## config.mk

```make
export PLATFORM = sky130hd
export DESIGN_NAME = request_issuer
export DESIGN_NICKNAME = d
export VERILOG_FILES = /design/src/rtl/request_issuer.sv
export SDC_FILE = /design/constraint.sdc
export NUM_CORES = 1
export LEC_CHECK = 0
export CORE_UTILIZATION = 58
export CTS_CLUSTER_DIAMETER = 150
export CTS_CLUSTER_SIZE = 16
export DETAILED_ROUTE_END_ITERATION = 6
export PLACE_DENSITY = 0.79
export SKIP_LAST_GASP = 1
export SLEW_MARGIN = 20
export SYNTH_ARGS = -nofsm -noshare
export SYNTH_HDL_FRONTEND = slang
export SYNTH_SLANG_ARGS = --single-unit
export TNS_END_PERCENT = 10
```

## constraint.sdc

```tcl
create_clock -name clk -period 18.9 [get_ports clk]
set_input_delay 2.835 -clock clk [delete_from_list [all_inputs] [get_ports clk]]
set_output_delay 2.835 -clock clk [all_outputs]
set_load 0.1 [all_outputs]
```

## src/rtl/request_issuer.sv

```systemverilog
// request_issuer: buffers trace entries and issues them to the request queue.
// Optional stall/retry statistics are built when ISSUER_STATS_EN is defined.
module request_issuer #(
    parameter int DEPTH  = 8,
    parameter int TIME_W = 64,
    parameter int ADDR_W = 33,
    parameter int OP_W   = 2
) (
    input  logic              clk,
    input  logic              rst_n,
    input  logic              ld_valid,
    output logic              ld_ready,
    input  logic [TIME_W-1:0] ld_time,
    input  logic [OP_W-1:0]   ld_opcode,
    input  logic [ADDR_W-1:0] ld_addr,
    output logic              ld_err,
    output logic              op_ready_s,
    output logic [TIME_W-1:0] out_time_cpu,
    output logic [OP_W-1:0]   out_opcode,
    output logic [ADDR_W-1:0] out_address,
    input  logic              pending_request,
    input  logic              queue_full,
    input  logic [TIME_W-1:0] queue_time,
    output logic [31:0]       issued_count,
    output logic              busy,
    output logic [31:0]       stall_cycles,
    output logic [15:0]       retry_count
);
    localparam int PW = $clog2(DEPTH);
    localparam logic [PW:0] DEPTH_C = (PW+1)'(DEPTH);
    localparam logic [PW:0] ONE_C   = (PW+1)'(1);

    typedef enum logic [1:0] {
        IDLE,
        ISSUE,
        CHECK,
        BACKOFF
    } state_t;

    state_t state;

    logic [TIME_W-1:0] mem_time [DEPTH];
    logic [OP_W-1:0]   mem_op   [DEPTH];
    logic [ADDR_W-1:0] mem_addr [DEPTH];

    logic [PW-1:0]     wr_ptr;
    logic [PW-1:0]     rd_ptr;
    logic [PW:0]       count;
    logic [PW:0]       count_next;
    logic [TIME_W-1:0] last_time;

    logic empty;
    logic ld_fire;
    logic push;
    logic pop;
    logic more_next;

    assign empty    = (count == '0);
    assign ld_ready = (count < DEPTH_C);
    assign ld_fire  = ld_valid && ld_ready;
    assign push     = ld_fire && (ld_time >= last_time);
    assign pop      = (state == CHECK) && !pending_request;
    assign busy     = !empty || (state != IDLE);

    assign out_time_cpu = empty ? '0 : mem_time[rd_ptr];
    assign out_opcode   = empty ? '0 : mem_op[rd_ptr];
    assign out_address  = empty ? '0 : mem_addr[rd_ptr];

    // Occupancy after this cycle's push/pop, used for back-to-back issue.
    always_comb begin
        count_next = count;
        if (push && !pop) begin
            count_next = count + ONE_C;
        end else if (pop && !push) begin
            count_next = count - ONE_C;
        end
    end

    assign more_next = (count_next != '0);

    // FIFO pointers, occupancy, ordering check and reject pulse.
    always_ff @(posedge clk) begin
        if (!rst_n) begin
            wr_ptr    <= '0;
            rd_ptr    <= '0;
            count     <= '0;
            last_time <= '0;
            ld_err    <= 1'b0;
        end else begin
            ld_err <= ld_fire && !push;
            count  <= count_next;
            if (push) begin
                wr_ptr    <= wr_ptr + 1'b1;
                last_time <= ld_time;
            end
            if (pop) begin
                rd_ptr <= rd_ptr + 1'b1;
            end
        end
    end

    // Entry storage; contents are only observed while count is non-zero.
    always_ff @(posedge clk) begin
        if (rst_n && push) begin
            mem_time[wr_ptr] <= ld_time;
            mem_op[wr_ptr]   <= ld_opcode;
            mem_addr[wr_ptr] <= ld_addr;
        end
    end

    // Issue handshake: strobe, check refusal, back off until the queue catches up.
    always_ff @(posedge clk) begin
        if (!rst_n) begin
            state        <= IDLE;
            op_ready_s   <= 1'b0;
            issued_count <= '0;
        end else begin
            op_ready_s <= 1'b0;
            unique case (state)
                IDLE: begin
                    if (!empty && !queue_full) begin
                        state      <= ISSUE;
                        op_ready_s <= 1'b1;
                    end
                end
                ISSUE: begin
                    state <= CHECK;
                end
                CHECK: begin
                    if (pending_request) begin
                        state <= BACKOFF;
                    end else begin
                        issued_count <= issued_count + 32'd1;
                        if (more_next && !queue_full) begin
                            state      <= ISSUE;
                            op_ready_s <= 1'b1;
                        end else begin
                            state <= IDLE;
                        end
                    end
                end
                BACKOFF: begin
                    if (!queue_full && queue_time >= out_time_cpu) begin
                        state      <= ISSUE;
                        op_ready_s <= 1'b1;
                    end
                end
                default: begin
                    state <= IDLE;
                end
            endcase
        end
    end

`ifdef ISSUER_STATS_EN
    logic stall_now;
    logic refuse_now;

    assign stall_now  = (state == BACKOFF) ||
                        ((state == IDLE) && !empty && queue_full);
    assign refuse_now = (state == CHECK) && pending_request;

    // Saturating stall and refusal counters.
    always_ff @(posedge clk) begin
        if (!rst_n) begin
            stall_cycles <= '0;
            retry_count  <= '0;
        end else begin
            if (stall_now && (stall_cycles != '1)) begin
                stall_cycles <= stall_cycles + 32'd1;
            end
            if (refuse_now && (retry_count != '1)) begin
                retry_count <= retry_count + 16'd1;
            end
        end
    end
`else
    assign stall_cycles = '0;
    assign retry_count  = '0;
`endif

endmodule
```

==> results_dict.tcl <==
set metrics [dict create \
    h-tree-depth 3 \
    worst_r2r_path_depth 15 \
    overflow 0 \
    stdcell_count 3590 \
    hold_slack_ps 477.5 \
    dp_slack_ps 10090 \
    antenna_found_initial 23 \
    layout-drive-gt1-share_pct 12.24 \
    syn_avg_cell_area_um2 16.07 \
    clk_latency_ps 610 \
    clkSlewWorstSetupHoldPaths_ps 70 \
    yosysWarningCount 0 \
    vias 21690 \
    rsz0062_at_grt "no" \
    wire_per_inst_um 24.48 \
    synth_ff_type "edfxtp_1" \
    hold_depth 2 \
    fp.dieW_um 259.1 \
    synth_common_cells "edfxtp_1, mux4_2, nand2_1, inv_1, ha_1" \
    via_per_inst 6.041 \
    ys_top_cells_by_area "edfxtp_1, mux4_2, dfxtp_1" \
    route.detailed.drc 0 \
    critical-path-top-delay-family "buffers and inverters" \
    ys_ff_latch 905 \
    power_density_nw_per_um2 107.6 \
    finalWirelength_mm 87.88 \
    ant_nets 0 \
    track_usage_pct 26.54 \
    cpMostUsedCell "buf_4" \
    synthCells 2385 \
    netlist.area_leader.share_pct 62.04 \
    fin_crit_ps 8226 \
    drv_cap 0 \
    synth_area_um2 38330 \
    clock-root-buffer "clkbuf_16" \
    nFillCells 4149 \
    slowest_delay_ps 710 \
    cts_tree "built" \
    peakVddDrop_mv 0.09300 \
    drt-initial-drc-count 1933 \
    yosysMostFrequentCell "edfxtp_1" \
    clock-sinks 905 \
    cts_buffers 66 \
    crit_cells 13 \
    worst_pin_slew_ps 1180 \
    critPathCaptureType "flop" \
    dieHeight_um 259.1 \
    achievable-frequency_ghz 0.1216 \
    crit_arrival_ps 8460 \
    outcome "finished, final reports clean" \
    critPathBufInv 4 \
    postCtsHoldBufs 0 \
    total_power_mw 4.753 \
    critical_path_required_ps 19130 \
    grt_max_degree 93 \
    finalSetupViolCount 0 \
    die_area_um2 67130 \
    core_area_um2 64930 \
    synth.distinct_cells 62 \
    synth_enable_flop_cells 792 \
    hold_viol_final 0 \
    fin_skew_ps 32.65 \
    cp_max_fo 52 \
    relSlewSlack_pct 21.07 \
    power_leakage_nw 14.55 \
    area_growth_pct 15.19 \
    cp-start-kind "primary input" \
    firstDrtPassIters 6 \
    timing.final.ws_setup_ps 10670 \
    fin_crit_sh_pct 43.52 \
    slew_viol_final 0 \
    post_cts_buffers 0 \
    io_buffers 302 \
    slowest_stage "buf_4" \
    timing.setup.tns_ps 0 \
    seq_area_frac_synth_pct 67.94 \
    critical_path_class "in2reg" \
    async_reset_ff_share_pct 0 \
    fin_nets 2987 \
    cp_cell_sequence "clkdlybuf4s50_1 -> ha_1 -> nand4_1 -> nor4_2 -> nand4_1 -> a31oi_2 -> a2111oi_4 -> nor2_4 -> buf_4 -> nand3_1 -> nor3b_2 -> buf_4 -> buf_4" \
    cts_max_path_buffers 3 \
    worstHoldPathType "reg2reg" \
    grt_pass1_vias 22370 \
    start_util_pct 59.04 \
    std_cell_rows 93 \
    synth_area_leader_cell "edfxtp_1" \
    dp_hpwl_mm 53.79 \
    grt_pass1_wl_mm 132.8 \
    gp_congestion 0.8317 \
    post_cts_resized 0 \
    place_inst 3466 \
    ioPinCount 351 \
]
==> flip-flops by register name, summed over array words and instances, names as in the netlist, named ones only <==
name and count:
mem_addr 264, issued_count 32, last_time 64, wr_ptr 3, ld_err 1, count 4
state 2, mem_op 16, rd_ptr 3, op_ready_s 1, mem_time 512
==> metal layers <==
layer / routed length (um) / global-route usage (%)
met1: 33590 / 34.08
met2: 44390 / 44.28
met3: 7071 / 5.468
met4: 2707 / 11.05
met5: 115 / 0
==> cell type report <==
type,instances,area (um^2),area share [%]
sequential,905,26060,59.01
multi-input combinational,1226,11180,25.31
timing repair buffer,341,3403,7.707
clock buffer,104,1858,4.208
tap,855,1070,2.423
inverter,141,530.5,1.201
antenna,15,37.54,0.08500
clock inverter,3,26.28,0.05950
==> worst paths after layout <==
kind                                    start              end  slack, ps
worst max-delay path              ld_time[57]  mem_addr[5][25]      10670
worst min-delay path            last_time[51]    last_time[51]        480
worst max register to register           flop         state[0]      12740
worst min register to register  last_time[51]    last_time[51]        480
==> tightest hold or removal path: stages, from the launching register on <==
cell and delay [ps]:
dfxtp_1 310, o21ai_0 60, a21oi_1 60
==> cells in the final DEF, fill, tap and decap left out, types with 19 or more instances in the layout <==
cell type        netlist  layout
ha_1                 138     138
conb_1                 1      48
dfxtp_1              113     110
mux2i_1               40      40
clkbuf_16              0      69
clkbuf_1              70      35
a21oi_1              118     118
nand3_1               22      22
a21o_1                70      70
buf_4                 49      33
edfxtp_1             792     792
inv_1                140     140
nor2_1                91      90
mux4_2               198     198
o21ai_0               89      89
clkdlybuf4s50_1        0     302
nand4_1               33      33
xor2_1                19      19
nand2_1              181     180
nand2b_1              68      68
==> cell families after synthesis <==
kind of cell / synth area share [%]
mux: 12.71
buf+inv: 3.502
fa+ha+maj: 4.504
flops: 67.94
simple gates: 5.523
xor+xnor: 0.6626
other cells: 0.009782
compound gates: 5.150
==> where the power goes <==
part           internal, mW  switching [mW]  total [mW]
Clock                 0.677           0.642        1.32
Combinational         0.303           0.909        1.21
Sequential             2.21          0.0159        2.22
Total                  3.19            1.57        4.75
==> stage by stage <==
stage               area, um^2  util (%)
floorplan                38510         -
global placement         42120     64.87
detailed placement       42170     64.95
CTS                      44060     67.86
global route             44150     68.00
finish                   44160     68.01
Power figures use the tool's default switching activity.
